$ cat src/rtl/traffic_pkg.sv
// Shared light encodings and phase codes for intersection signal control.
// The codes are common to every traffic controller block that imports this package.
package traffic_pkg;

  localparam int unsigned NumApproaches = 4;

  typedef enum logic [1:0] {
    LightRed    = 2'b00,
    LightYellow = 2'b01,
    LightGreen  = 2'b10
  } light_e;

  typedef enum logic [1:0] {
    PhAllRed = 2'b00,
    PhGreen  = 2'b01,
    PhYellow = 2'b10
  } phase_e;

  // Round-robin pick: first set request strictly after 'last', wrapping.
  // The result is 'last' itself when req is empty or only 'last' is set.
  function automatic logic [1:0] pick_winner(input logic [3:0] req, input logic [1:0] last);
    logic [1:0] idx;
    logic [1:0] win;
    win = last;
    // Walk from furthest to nearest so the nearest hit is the one kept.
    for (int k = 4; k >= 1; k--) begin
      idx = last + 2'(k);
      if (req[idx]) win = idx;
    end
    return win;
  endfunction

endpackage

$ cat src/rtl/phase_timer.sv
// Per-phase cycle counter: cleared on state entry, otherwise counts up and saturates.
module phase_timer #(
  parameter int unsigned CNT_W = 8
) (
  input  logic             clk,
  input  logic             reset,
  input  logic             clear,
  output logic [CNT_W-1:0] cnt
);

  logic [CNT_W-1:0] cnt_q, cnt_d;

  always_comb begin
    cnt_d = cnt_q;
    if (clear) begin
      cnt_d = '0;
    end else if (cnt_q != '1) begin
      cnt_d = cnt_q + 1'b1;
    end
  end

  always_ff @(posedge clk) begin
    if (reset) begin
      cnt_q <= '0;
    end else begin
      cnt_q <= cnt_d;
    end
  end

  assign cnt = cnt_q;

endmodule

$ cat src/rtl/intersection_phase_scheduler.sv
// Four-approach intersection scheduler: round-robin arbiter plus ALL_RED/GREEN/YELLOW FSM.
// Gap-out after a minimum green, max-out when contested, rest on green when uncontested.
module intersection_phase_scheduler
  import traffic_pkg::*;
#(
  parameter int unsigned T_GREEN_MIN = 3,
  parameter int unsigned T_GREEN_MAX = 8,
  parameter int unsigned T_YELLOW    = 2,
  parameter int unsigned T_ALLRED    = 1,
  parameter int unsigned CNT_W       = 8
) (
  input  logic       clk,
  input  logic       reset,
  input  logic [3:0] req,
  output logic [3:0] grant,
  output logic [7:0] lights,
  output logic [1:0] phase
);

  if (T_GREEN_MIN < 1 || T_GREEN_MAX < 1 || T_YELLOW < 1 || T_ALLRED < 1) begin : gen_bad_t
    $error("intersection_phase_scheduler: all T_* parameters must be >= 1");
  end
  if (T_GREEN_MIN > T_GREEN_MAX) begin : gen_bad_green
    $error("intersection_phase_scheduler: T_GREEN_MIN must not exceed T_GREEN_MAX");
  end
  if (CNT_W < 1 || CNT_W > 31 || (T_GREEN_MAX >> CNT_W) != 0) begin : gen_bad_cnt
    $error("intersection_phase_scheduler: T_GREEN_MAX must fit below 2**CNT_W");
  end

  localparam logic [CNT_W-1:0] AllRedEnd   = CNT_W'(T_ALLRED - 1);
  localparam logic [CNT_W-1:0] GreenMinEnd = CNT_W'(T_GREEN_MIN - 1);
  localparam logic [CNT_W-1:0] GreenMaxEnd = CNT_W'(T_GREEN_MAX - 1);
  localparam logic [CNT_W-1:0] YellowEnd   = CNT_W'(T_YELLOW - 1);

  phase_e           state_q, state_d;
  logic [1:0]       last_q, last_d;
  logic [3:0]       grant_q, grant_d;
  logic [7:0]       lights_q, lights_d;
  logic [CNT_W-1:0] cnt;
  logic             clear;
  logic             own_req;
  logic [3:0]       other;

  phase_timer #(
    .CNT_W (CNT_W)
  ) u_phase_timer (
    .clk   (clk),
    .reset (reset),
    .clear (clear),
    .cnt   (cnt)
  );

  assign own_req = |(req & grant_q);
  assign other   = req & ~grant_q;
  assign clear   = (state_d != state_q);

  always_comb begin
    state_d = state_q;
    last_d  = last_q;
    unique case (state_q)
      PhAllRed: begin
        if (cnt >= AllRedEnd && req != 4'b0000) begin
          state_d = PhGreen;
          last_d  = pick_winner(req, last_q);
        end
      end
      PhGreen: begin
        if (other != 4'b0000 &&
            ((!own_req && cnt >= GreenMinEnd) || cnt >= GreenMaxEnd)) begin
          state_d = PhYellow;
        end
      end
      PhYellow: begin
        if (cnt >= YellowEnd) state_d = PhAllRed;
      end
      default: state_d = PhAllRed;
    endcase
  end

  // Outputs are decoded from the next state so they land with the state register.
  always_comb begin
    grant_d  = 4'b0000;
    lights_d = 8'h00;
    if (state_d != PhAllRed) begin
      grant_d = 4'b0001 << last_d;
    end
    for (int i = 0; i < NumApproaches; i++) begin
      if (grant_d[i]) begin
        lights_d[2*i +: 2] = (state_d == PhGreen) ? LightGreen : LightYellow;
      end
    end
  end

  always_ff @(posedge clk) begin
    if (reset) begin
      state_q  <= PhAllRed;
      last_q   <= 2'd3;
      grant_q  <= 4'b0000;
      lights_q <= 8'h00;
    end else begin
      state_q  <= state_d;
      last_q   <= last_d;
      grant_q  <= grant_d;
      lights_q <= lights_d;
    end
  end

  assign grant  = grant_q;
  assign lights = lights_q;
  assign phase  = state_q;

endmodule
$ cat config.mk
export PLATFORM = sky130hd
export DESIGN_NAME = intersection_phase_scheduler
export DESIGN_NICKNAME = d
export VERILOG_FILES = /design/src/rtl/traffic_pkg.sv /design/src/rtl/phase_timer.sv /design/src/rtl/intersection_phase_scheduler.sv
export SDC_FILE = /design/constraint.sdc
export NUM_CORES = 1
export LEC_CHECK = 0
export ABC_AREA = 1
export ABC_CLOCK_PERIOD_IN_PS = 2400
export CAP_MARGIN = 20
export CORE_ASPECT_RATIO = 1.5
export CORE_UTILIZATION = 25
export CTS_CLUSTER_DIAMETER = 80
export DETAILED_ROUTE_END_ITERATION = 16
export PLACE_DENSITY = 0.41
export SLEW_MARGIN = 10
export SYNTH_ARGS = -nofsm -noshare
export SYNTH_HDL_FRONTEND = slang
export SYNTH_HIERARCHICAL = 1
export SYNTH_SLANG_ARGS = --single-unit
$ cat constraint.sdc
create_clock -name clk -period 2.4 [get_ports clk]
set_input_delay 0.36 -clock clk [delete_from_list [all_inputs] [get_ports clk]]
set_output_delay 0.36 -clock clk [all_outputs]
set_load 0.02 [all_outputs]
**Yosys cells after proc, flatten, opt, wreduce, memory -nomap -nowiden**

Index checks and enable logic that the tools add are counted.

- Register bits after elaboration: 24
- Input port bits: 6
- Output and inout bits: 14
- Logic and storage cells: 64

- Add/sub/neg operators: 4
- $lt $le $gt $ge: 7
- Eq/ne operators: 5
- Shift-type cells: 1
- Mux-type cells: 17
- Bitwise operators: 7
- Reductions and logical operators: 15

Operators with widths:

| kind | number |
|---|---|
| 2-to-1 mux 2 bit | 9 |
| greater-or-equal comparator 8 x 1 -> 1 bit, second input constant | 2 |
| OR reduction 2 bit | 5 |
| less-than comparator 2 x 3 -> 1 bit, second input constant | 3 |
| adder 8 x 1 -> 8 bit, second input constant | 1 |
| bitwise AND 4 bit | 2 |
| greater-or-equal comparator 8 x 2 -> 1 bit, second input constant | 1 |
| greater-or-equal comparator 8 x 3 -> 1 bit, second input constant | 1 |
| inequality test 8 bit, second input constant | 1 |
| nonzero test 4 bit | 2 |
| binary-select mux 1 bit (select 2 bit) | 3 |
| one-hot mux 2 bit (3 select lines) | 1 |
| adder 2 bit, second input constant | 2 |
| equality test 2 x 1 -> 1 bit, second input constant | 2 |
| 2-to-1 mux 4 bit | 1 |
| inverter 1 bit | 4 |
| inverter 4 bit | 1 |
| OR reduction 4 bit | 1 |
| << shifter 1 x 2 -> 4 bit, first input constant | 1 |
| logical AND 1 bit | 3 |
| 2-to-1 mux 1 bit | 3 |
| adder 2 x 1 -> 2 bit, second input constant | 1 |
| equality test 2 bit, second input constant | 1 |
| zero test 2 bit | 1 |
| 4 further kinds | 4 |

**Longest topological paths before layout**

Gate-level depths: netlist of the first run.

- Word-level depth: 12
- Gate-level depth with buffers: 15
- Depth with buffers taken out: 14

**Modules after synthesis**

The synthesis of the first run kept the hierarchy.

Modules (own cells, without submodules):

| module | instances | cells each | area each (sq um) | sequential area each (sq um) |
|---|---|---|---|---|
| intersection_phase_scheduler | 1 | 137 | 897.1 | 320.3 |
| phase_timer | 1 | 65 | 427.9 | 160.2 |

**Worst setup path after synthesis of the first run**

OpenSTA, ideal clock, no wires.

- Kind: register to register
- From: register grant_q[2], in the netlist grant[2]
- To: register u_phase_timer.cnt_q[2], in the netlist u_phase_timer/cnt[2]
- Setup time: 56 ps
- Arrival: 1316 ps
- Required time: 2344 ps
- Path slack: 1028 ps
- Stages on the path, launching flop included: 13
- Buffers on the path: 0
- Clock period less this slack: 1372 ps
- Path through: dfxtp_1 -> inv_1 -> nand2_1 -> o21ai_0 -> inv_1 -> nand2_1 -> nand3_1 -> nand3_1 -> nor2_4 -> inv_1 -> nor2_1 -> o21ai_1 -> inv_1

- Cells in the longest elaborated chain, start to end: 10
- Elaborated cells between the ends (all ways): 13
- Those cells by class: eq/ne: 1; mux: 2; bitwise: 3; reduce/logical: 7

RTL lines:

| element | line | RTL |
|---|---|---|
| from (decl) | intersection_phase_scheduler.sv:37 | `logic [3:0] grant_q, grant_d;` |
| from (signal assigned) | intersection_phase_scheduler.sv:103 | `grant_q <= grant_d;` |
| bitwise AND 4 bit | intersection_phase_scheduler.sv:53 | `assign own_req = \|(req & grant_q);` |
| OR reduction 4 bit | intersection_phase_scheduler.sv:53 |  |
| zero test 1 bit | intersection_phase_scheduler.sv:69 | `((!own_req && cnt >= GreenMinEnd) \|\| cnt >= GreenMaxEnd)) begin` |
| logical AND 1 bit | intersection_phase_scheduler.sv:69 |  |
| logical OR 1 bit | intersection_phase_scheduler.sv:69 |  |
| logical AND 1 bit (*) | intersection_phase_scheduler.sv:68 | `if (other != 4'b0000 &&` |
| 2-to-1 mux 2 bit (*) | intersection_phase_scheduler.sv:68 |  |
| one-hot mux 2 bit (3 select lines) (*) | intersection_phase_scheduler.sv:60 | `unique case (state_q)` |
| inequality test 2 bit (*) | intersection_phase_scheduler.sv:55 | `assign clear = (state_d != state_q);` |
| named net clear | intersection_phase_scheduler.sv:40 | `logic clear;` |
| OR reduction 2 bit (no line) (*) | - |  |
| to (signal assigned) | phase_timer.sv:26 | `cnt_q <= cnt_d;` |
| to (decl) | phase_timer.sv:11 | `logic [CNT_W-1:0] cnt_q, cnt_d;` |

Mark *: on every way through the listed nets, which the timed path passes. The rest lies on a longest branch.
A chain may end at the register's enable or synchronous reset.

**Worst setup path after layout of the first run**

- From: input port req[2]
- To: register u_phase_timer.cnt_q[2], in the netlist u_phase_timer/cnt[2]

- Cells in the longest elaborated chain, start to end: 10
- Elaborated cells between the ends (all ways): 15
- Those cells by class: eq/ne: 1; mux: 3; bitwise: 2; reduce/logical: 9

RTL lines:

| element | line | RTL |
|---|---|---|
| from (decl) | intersection_phase_scheduler.sv:14 | `input logic [3:0] req,` |
| bitwise AND 4 bit | intersection_phase_scheduler.sv:53 |  |
| OR reduction 4 bit | intersection_phase_scheduler.sv:53 |  |
| zero test 1 bit | intersection_phase_scheduler.sv:69 |  |
| logical AND 1 bit | intersection_phase_scheduler.sv:69 |  |
| logical OR 1 bit | intersection_phase_scheduler.sv:69 |  |
| logical AND 1 bit | intersection_phase_scheduler.sv:68 |  |
| 2-to-1 mux 2 bit | intersection_phase_scheduler.sv:68 |  |
| one-hot mux 2 bit (3 select lines) (*) | intersection_phase_scheduler.sv:60 |  |
| inequality test 2 bit (*) | intersection_phase_scheduler.sv:55 |  |
| named net clear | intersection_phase_scheduler.sv:40 |  |
| OR reduction 2 bit (no line) (*) | - |  |

Marks and branches as above.

==> run_results.csv, run 1 <==
group,metric,value,unit
logic_synthesis,synth_adder_area_share,0.00944,
power,irDropWorstVdd,0.000282,V
die,std_cell_rows,32,
timing,clock_skew,5.74,ps
worst_setup_path,cp-endpoint,"u_phase_timer/cnt[2]",
global_route,grt.busiest_layer,"met2",
final_layout,post_route_cells_drive_above_1_share,0.173,
global_route,grtUsageTotal,0.128,
timing,fin_crit_sh,0.724,
final_layout,multiInputGateArea,694,um2
logic_synthesis,synth.cell_area,1330,um2
logic_synthesis,ys_async_sr_fraction,0,
place,routabilityCongestion,0.738,
logic_synthesis,post_synth_mux_area_share,0,
power,leakage,0.791,nW
worst_hold_path,min_path_type,"flip-flop to flip-flop",
logic_synthesis,yosys-top-cells-area,"dfxtp_1 (36%), nand2_1 (16%), nor2_1 (11%), inv_1 (7.4%), nand2_2 (6.1%)",
drt,route.final.wire_length,3040,um
global_route,grt_pass1_wl,5270,um
clocking,cts-htree-levels,1,
clocking,cts-root-to-sink-buffers,2,
drt,antenna_violating_nets_post_route,0,
worst_setup_path,worst-path-max-fanout,7,
place,portBuffers,19,
logic_synthesis,synthesis.area_per_instance,6.56,um2
clocking,clk_latency,270,ps
power,power-per-cell-area,910,nW/um2
final_layout,fillers,611,
timing,setup-violations-final,0,
drt,dr.first_iter.drc_count,30,
timing,final.setup.tns,0,ps
die,floorplan.initialDensity,0.259,
die,pin_count,20,
drt,drt_via_density,4.08,
final_layout,diodes,0,
logic_synthesis,synthesized_netlist_cell_count,202,
logic_synthesis,synth-simple-area-share,0.459,
worst_setup_path,critical_path.reg2reg.startpoint,"last_q[0]",
clocking,cts_inserted_buffers,3,
place,place_area,1600,um2
clocking,cts_hold_buf,0,
worst_setup_path,setup.worst_path.start,"req[2]",
drt,drt_drc_violations_left,0,
worst_setup_path,arrival,1950,ps
global_route,globalRouteMet2Util,0.236,
logic_synthesis,main_combinational_cell_family_by_area_after_synthesis,"simple AND/OR/NAND/NOR gates",
final_layout,layout_area_growth_over_synthesis,25.9,%
drt,drt_pass1_iterations,4,
worst_setup_path,reg2reg_to,"lights[3]",
die,placeableCoreArea,5120,um2
die,fp.dieH,91.2,um
drt,post_dr_wirelength_cell,10.4,um
worst_setup_path,required,2620,ps
die,dieArea,5600,um2
logic_synthesis,synth-edff-count,0,
timing,worst_rel_slew_slack,0.676,
timing,worstMarginPinSlew,485,ps
clocking,postCtsSetupRepairBufs,0,
clocking,clock_tree.root_cell,"clkbuf_8",
logic_synthesis,synth_cell_type_count,23,
logic_synthesis,yosys_warnings,6,
logic_synthesis,netlist.area_leader.share,0.363,
clocking,post_cts_resize_count,0,
logic_synthesis,synth_top_cells_by_count,"nand2_1 (57), nor2_1 (38), inv_1 (26), dfxtp_1 (24), nand2_2 (13)",
timing,setup_repair_after_global_routing_missed_its_margin,"false",
logic_synthesis,yosys.cell_count.top_type,"nand2_1",
job,max-cap-violations,0,
global_route,groute.layer.met3.usage,0.0214,
timing,clock.fmax,0.576,GHz
final_layout,post-route-cell-area,1670,um2
clocking,cts_num_sinks,24,
timing,post-route-min-period,1740,ps
global_route,maximum_number_of_pins_on_one_net_before_global_route_repair,15,
worst_setup_path,criticalPathCategory,"input port to flip-flop",
final_layout,sequential_cell_area,480,um2
worst_setup_path,worstSetupEndpointType,"flip-flop",
logic_synthesis,synth.net_count,209,
logic_synthesis,ys_seq_elements,24,
global_route,grt_pass1_vias,1164,
global_route,globalRouteOverflowTotal,0,
timing,drv_slew,0,
place,dp.final_hpwl,2520,um
global_route,grt_antenna_before_repair,0,
die,die_width,61.4,um
timing,hold_viol,0,
logic_synthesis,post_synth_xor_xnor_area,0,
final_layout,num-nets-final,233,
worst_setup_path,rrSetupSlack,680,ps
logic_synthesis,synth_compound_gate_area_share,0.0557,
worst_setup_path,startpoint_type,"input port",
global_route,gr_met1_demand_resource,0.141,
worst_setup_path,r2r.worst_path.cells,12,
clocking,clk_transition_reported_paths,80,ps
logic_synthesis,synth-seq-area-share,0.363,
logic_synthesis,synth.largest_area_cell,"dfxtp_1",
logic_synthesis,yosys_most_used_dff,"dfxtp_1",
clocking,tritoncts_clock_tree,"built",
outcome,run_status,"finished clean",
drt,routed-via-count,1196,
==> layer usage <==
metal	vias up	routed length, um
met3	2	74
met2	15	1710
met4	0	31
met1	526	1230
li1	653	-
met5	-	0
==> logic make-up (layout without fill, tap and decap cells) <==
logic type / after synthesis / count (layout)
AND/OR/NAND/NOR: 129 / 129
adder cells (fa/ha/maj): 1 / 1
buffers and inverters: 35 / 58
flip-flops: 24 / 24
AO/OA/AOI/OAI: 13 / 13
==> worst max-delay path, stage by stage <==
cell and delay [ps]:
clkdlybuf4s50_1 540, nand2_1 70, nand2_1 90, nor2_1 50
nand2_1 50, nand2_1 70, nand3_1 90, nand3_1 120
nor2_4 220, inv_1 90, nor2_1 90, o21ai_1 70
inv_1 50
==> how the worst min path moves through the flow <==
stage / from / end / slack [ps] / depth (start not counted)
CTS: u_phase_timer/cnt[3] / u_phase_timer/cnt[3] / 540 / 2
global route: u_phase_timer/cnt[3] / u_phase_timer/cnt[3] / 570 / 2
finish: u_phase_timer/cnt[3] / u_phase_timer/cnt[3] / 540 / 2
floorplan: reset / phase[0] / 430 / 1
detailed placement: u_phase_timer/cnt[3] / u_phase_timer/cnt[3] / 520 / 2
global placement: u_phase_timer/cnt[3] / u_phase_timer/cnt[3] / 540 / 2
==> metrics by stage <==
stage          std cells  setup WS, ps  hold slack, ps  power, mW   util
3_3_place_gp         289           356             539       1.19  0.312
6_report             293           663             539       1.52  0.325
3_5_place_dp         289           379             524       1.19  0.312
2_1_floorplan        202          1030             432      0.988      -
5_1_grt              293           402             574       1.65  0.325
4_1_cts              293           626             541       1.55  0.325
==> placed cells by master, fill, tap and decap left out, drive strengths merged, types with 3 or more instances in the layout <==
master,synthesis,layout
clkbuf,0,3
nand3,11,11
inv,31,31
nand2,73,73
a21oi,4,4
nor2,43,43
clkinv,3,3
o21ai,8,8
clkdlybuf4s50,0,19
dfxtp,24,24
==> sequential cells by signal, summed over array words and instances (netlist names) <==
name and cells:
last_q 2, grant 4, phase 2, u_phase_timer/cnt 8, lights 8
==> report_power, final <==
group	total, mW	switching, mW	leakage (nW)	internal [mW]
combinational	0.635	0.387	0.560	0.248
clock	0.354	0.131	0.0357	0.223
sequential	0.528	0.0624	0.195	0.466
==> layout make-up <==
cell class,count,area share
inverter,34,0.0833
sequential,24,0.288
clock buffer,3,0.0248
clock inverter,1,0.0180
tap,68,0.0510
multi-input combinational,143,0.416
timing repair buffer,20,0.119
(Power assumes the default switching activity.)
==> run 2, diff against run 1 <==
--- a/config.mk
+++ b/config.mk
@@ -6,13 +6,13 @@
 export NUM_CORES = 1
 export LEC_CHECK = 0
 export ABC_AREA = 1
-export ABC_CLOCK_PERIOD_IN_PS = 2400
+export ABC_CLOCK_PERIOD_IN_PS = 1500
 export CAP_MARGIN = 20
 export CORE_ASPECT_RATIO = 1.5
 export CORE_UTILIZATION = 25
 export CTS_CLUSTER_DIAMETER = 80
 export DETAILED_ROUTE_END_ITERATION = 16
-export PLACE_DENSITY = 0.41
+export PLACE_DENSITY = 0.43
 export SLEW_MARGIN = 10
 export SYNTH_ARGS = -nofsm -noshare
 export SYNTH_HDL_FRONTEND = slang
==> constraint.sdc (replaced) <==
create_clock -name clk -period 1.5 [get_ports clk]
set_input_delay 0.225 -clock clk [delete_from_list [all_inputs] [get_ports clk]]
set_output_delay 0.225 -clock clk [all_outputs]
set_load 0.02 [all_outputs]
==> run_results.csv, run 2 (same netlist as run 1, synthesis figures left out) <==
group,metric,value,unit
place,routabilityCongestion,0.767,
timing,setup-violations-final,7,
global_route,grtUsageTotal,0.130,
timing,hold_viol,0,
drt,route.final.wire_length,3340,um
power,power-per-cell-area,1390,nW/um2
job,max-cap-violations,0,
timing,clock.fmax,0.653,GHz
die,floorplan.initialDensity,0.259,
power,design_power_total,2.70,mW
die,die_width,61.4,um
worst_setup_path,criticalPathCategory,"flip-flop to flip-flop",
die,pin_count,20,
power,irDropWorstVdd,0.000513,V
place,pre_cts_slack,-367,ps
worst_hold_path,min_path_type,"flip-flop to flip-flop",
clocking,tritoncts_clock_tree,"built",
drt,routed-via-count,1284,
global_route,grt_pass1_vias,1240,
global_route,grt_antenna_before_repair,0,
final_layout,diodes,0,
drt,drt_drc_violations_left,0,
final_layout,layout_area_growth_over_synthesis,46.6,%
clocking,clk_transition_reported_paths,90,ps
timing,final.setup.tns,-93.6,ps
timing,setup_repair_after_global_routing_missed_its_margin,"true",
timing,worstMarginPinSlew,275,ps
timing,drv_slew,0,
worst_setup_path,worst-path-max-fanout,5,
die,placeableCoreArea,5120,um2
worst_setup_path,required,1710,ps
final_layout,layout_commonest_cell,"nand2_1",
worst_setup_path,reg2reg_to,"lights[3]",
worst_setup_path,worstSetupEndpointType,"flip-flop",
power,internal_power,1.64,mW
drt,drt_via_density,4.14,
global_route,grt_pass1_wl,5310,um
timing,worst_rel_slew_slack,0.816,
power,share_seq_of_total_power,0.308,
power,clock_power_share,0.208,
worst_setup_path,r2r.worst_path.cells,11,
place,portBuffers,19,
final_layout,num-nets-final,250,
timing,fin_crit_sh,1.02,
drt,post_dr_wirelength_cell,10.8,um
clocking,cts_inserted_buffers,3,
power,switching_power,1.06,mW
clocking,clk_latency,260,ps
worst_setup_path,critical_path.reg2reg.startpoint,"last_q[0]",
clocking,cts_hold_buf,0,
clocking,cts-root-to-sink-buffers,2,
clocking,cts_num_sinks,24,
final_layout,post-route-util,0.379,
die,fp.dieH,91.2,um
worst_hold_path,holdPathEnd,"u_phase_timer/cnt[3]",
worst_setup_path,rrSetupSlack,-30,ps
power,switching_share_of_total_power,0.392,
final_layout,post_route_cells_drive_above_1_share,0.360,
place,place_area,1710,um2
place,dp.final_hpwl,2660,um
outcome,violations,"setup timing",
timing,post-route-min-period,1530,ps
global_route,globalRouteOverflowTotal,0,
die,std_cell_rows,32,
drt,dr.first_iter.drc_count,23,
clocking,clock_tree.root_cell,"clkbuf_8",
clocking,cts-htree-levels,1,
worst_hold_path,worst_hold_startpoint,"u_phase_timer/cnt[0]",
power,power.combinational.fraction,0.484,
final_layout,post-route-cell-area,1940,um2
drt,antenna_violating_nets_post_route,0,
power,leakage,0.998,nW
worst_setup_path,startpoint_type,"flip-flop",
worst_hold_path,worst_hold_path.num_cells,3,
drt,drt_pass1_iterations,4,
final_layout,mostFrequentLayoutCells,"nand2_1 (46), nor2_1 (31), inv_1 (23)",
die,dieArea,5600,um2
worst_setup_path,arrival,1740,ps
global_route,maximum_number_of_pins_on_one_net_before_global_route_repair,15,
timing,final.setup.worst_slack,-30.4,ps
outcome,run_status,"finished, violations left",
timing,clock_skew,2.70,ps
run 2: changes by cell type in the layout (fill, tap and decap cells not counted), sizes merged:
| cell | before | now |
|---|---|---|
| buf | 1 | 17 |
| clkbuf | 3 | 4 |
| clkdlybuf4s50 | 19 | 9 |
| clkinv | 3 | 2 |
| dlygate4sd2 | 0 | 6 |
| dlymetal6s2s | 0 | 4 |
| inv | 31 | 32 |
run 2: timing repair:
| action | in CTS | in global routing |
|---|---|---|
| gates cloned | 0 | 1 |
| pin swaps | 2 | 9 |
| setup buffers | 0 | 3 |
| endpoints found under the hold margin | 0 | 0 |
| endpoints found under the setup margin | 17 | 20 |
| gates resized for setup | 11 | 42 |
run 2: final cells by class:
class	instances	area (um2)
fill	577	3180
multi-input combinational	143	793
sequential	24	493
timing repair buffer	37	358
inverter	34	143
tap	68	85.1
clock buffer	3	41.3
clock inverter	1	30.0
run 2: per-stage QoR:
| step | instances | hold WS, ps |
|---|---|---|
| global placement | 302 | 573 |
| CTS | 306 | 585 |
| finish | 310 | 629 |
| detailed placement | 302 | 573 |
| floorplan | 202 | 297 |
| global route | 310 | 658 |
run 2: worst max-delay path: stages, from the launching register on:
cell     delay [ps]
dfxtp_4         370
buf_12          130
nand2_1         100
o21ai_4          90
buf_4           130
a21oi_1         130
nand2_1          80
nand2_2         110
inv_4            50
nor2_4          110
nand2_4          70
nor2_2           90
run 2: routing by layer:
layer | track usage | vias to the layer above | share of wire
li1 | - | 688 | -
met1 | 0.133 | 579 | 0.37
met2 | 0.248 | 13 | 0.60
met3 | 0.0128 | 4 | 0.021
met4 | 0.0556 | 0 | 0.015
met5 | 0 | - | 0
run 2: power groups by stage:
stage | Combinational (mW) | Clock, mW | Sequential [mW]
floorplan | 0.657 | 0 | 0.924
global placement | 1.13 | 0 | 0.835
detailed placement | 1.12 | 0 | 0.836
CTS | 1.12 | 0.593 | 0.820
global route | 1.42 | 0.622 | 0.846
finish | 1.31 | 0.561 | 0.831
run 2: worst max-delay path by stage:
stage              start                    to  depth (start not counted)
2_1_floorplan   grant[2]  u_phase_timer/cnt[2]                         12
5_1_grt        last_q[1]             lights[6]                         14
3_5_place_dp      req[0]  u_phase_timer/cnt[2]                         13
4_1_cts           req[3]             lights[4]                         11
3_3_place_gp      req[0]  u_phase_timer/cnt[2]                         13
6_report       last_q[0]             lights[3]                         11
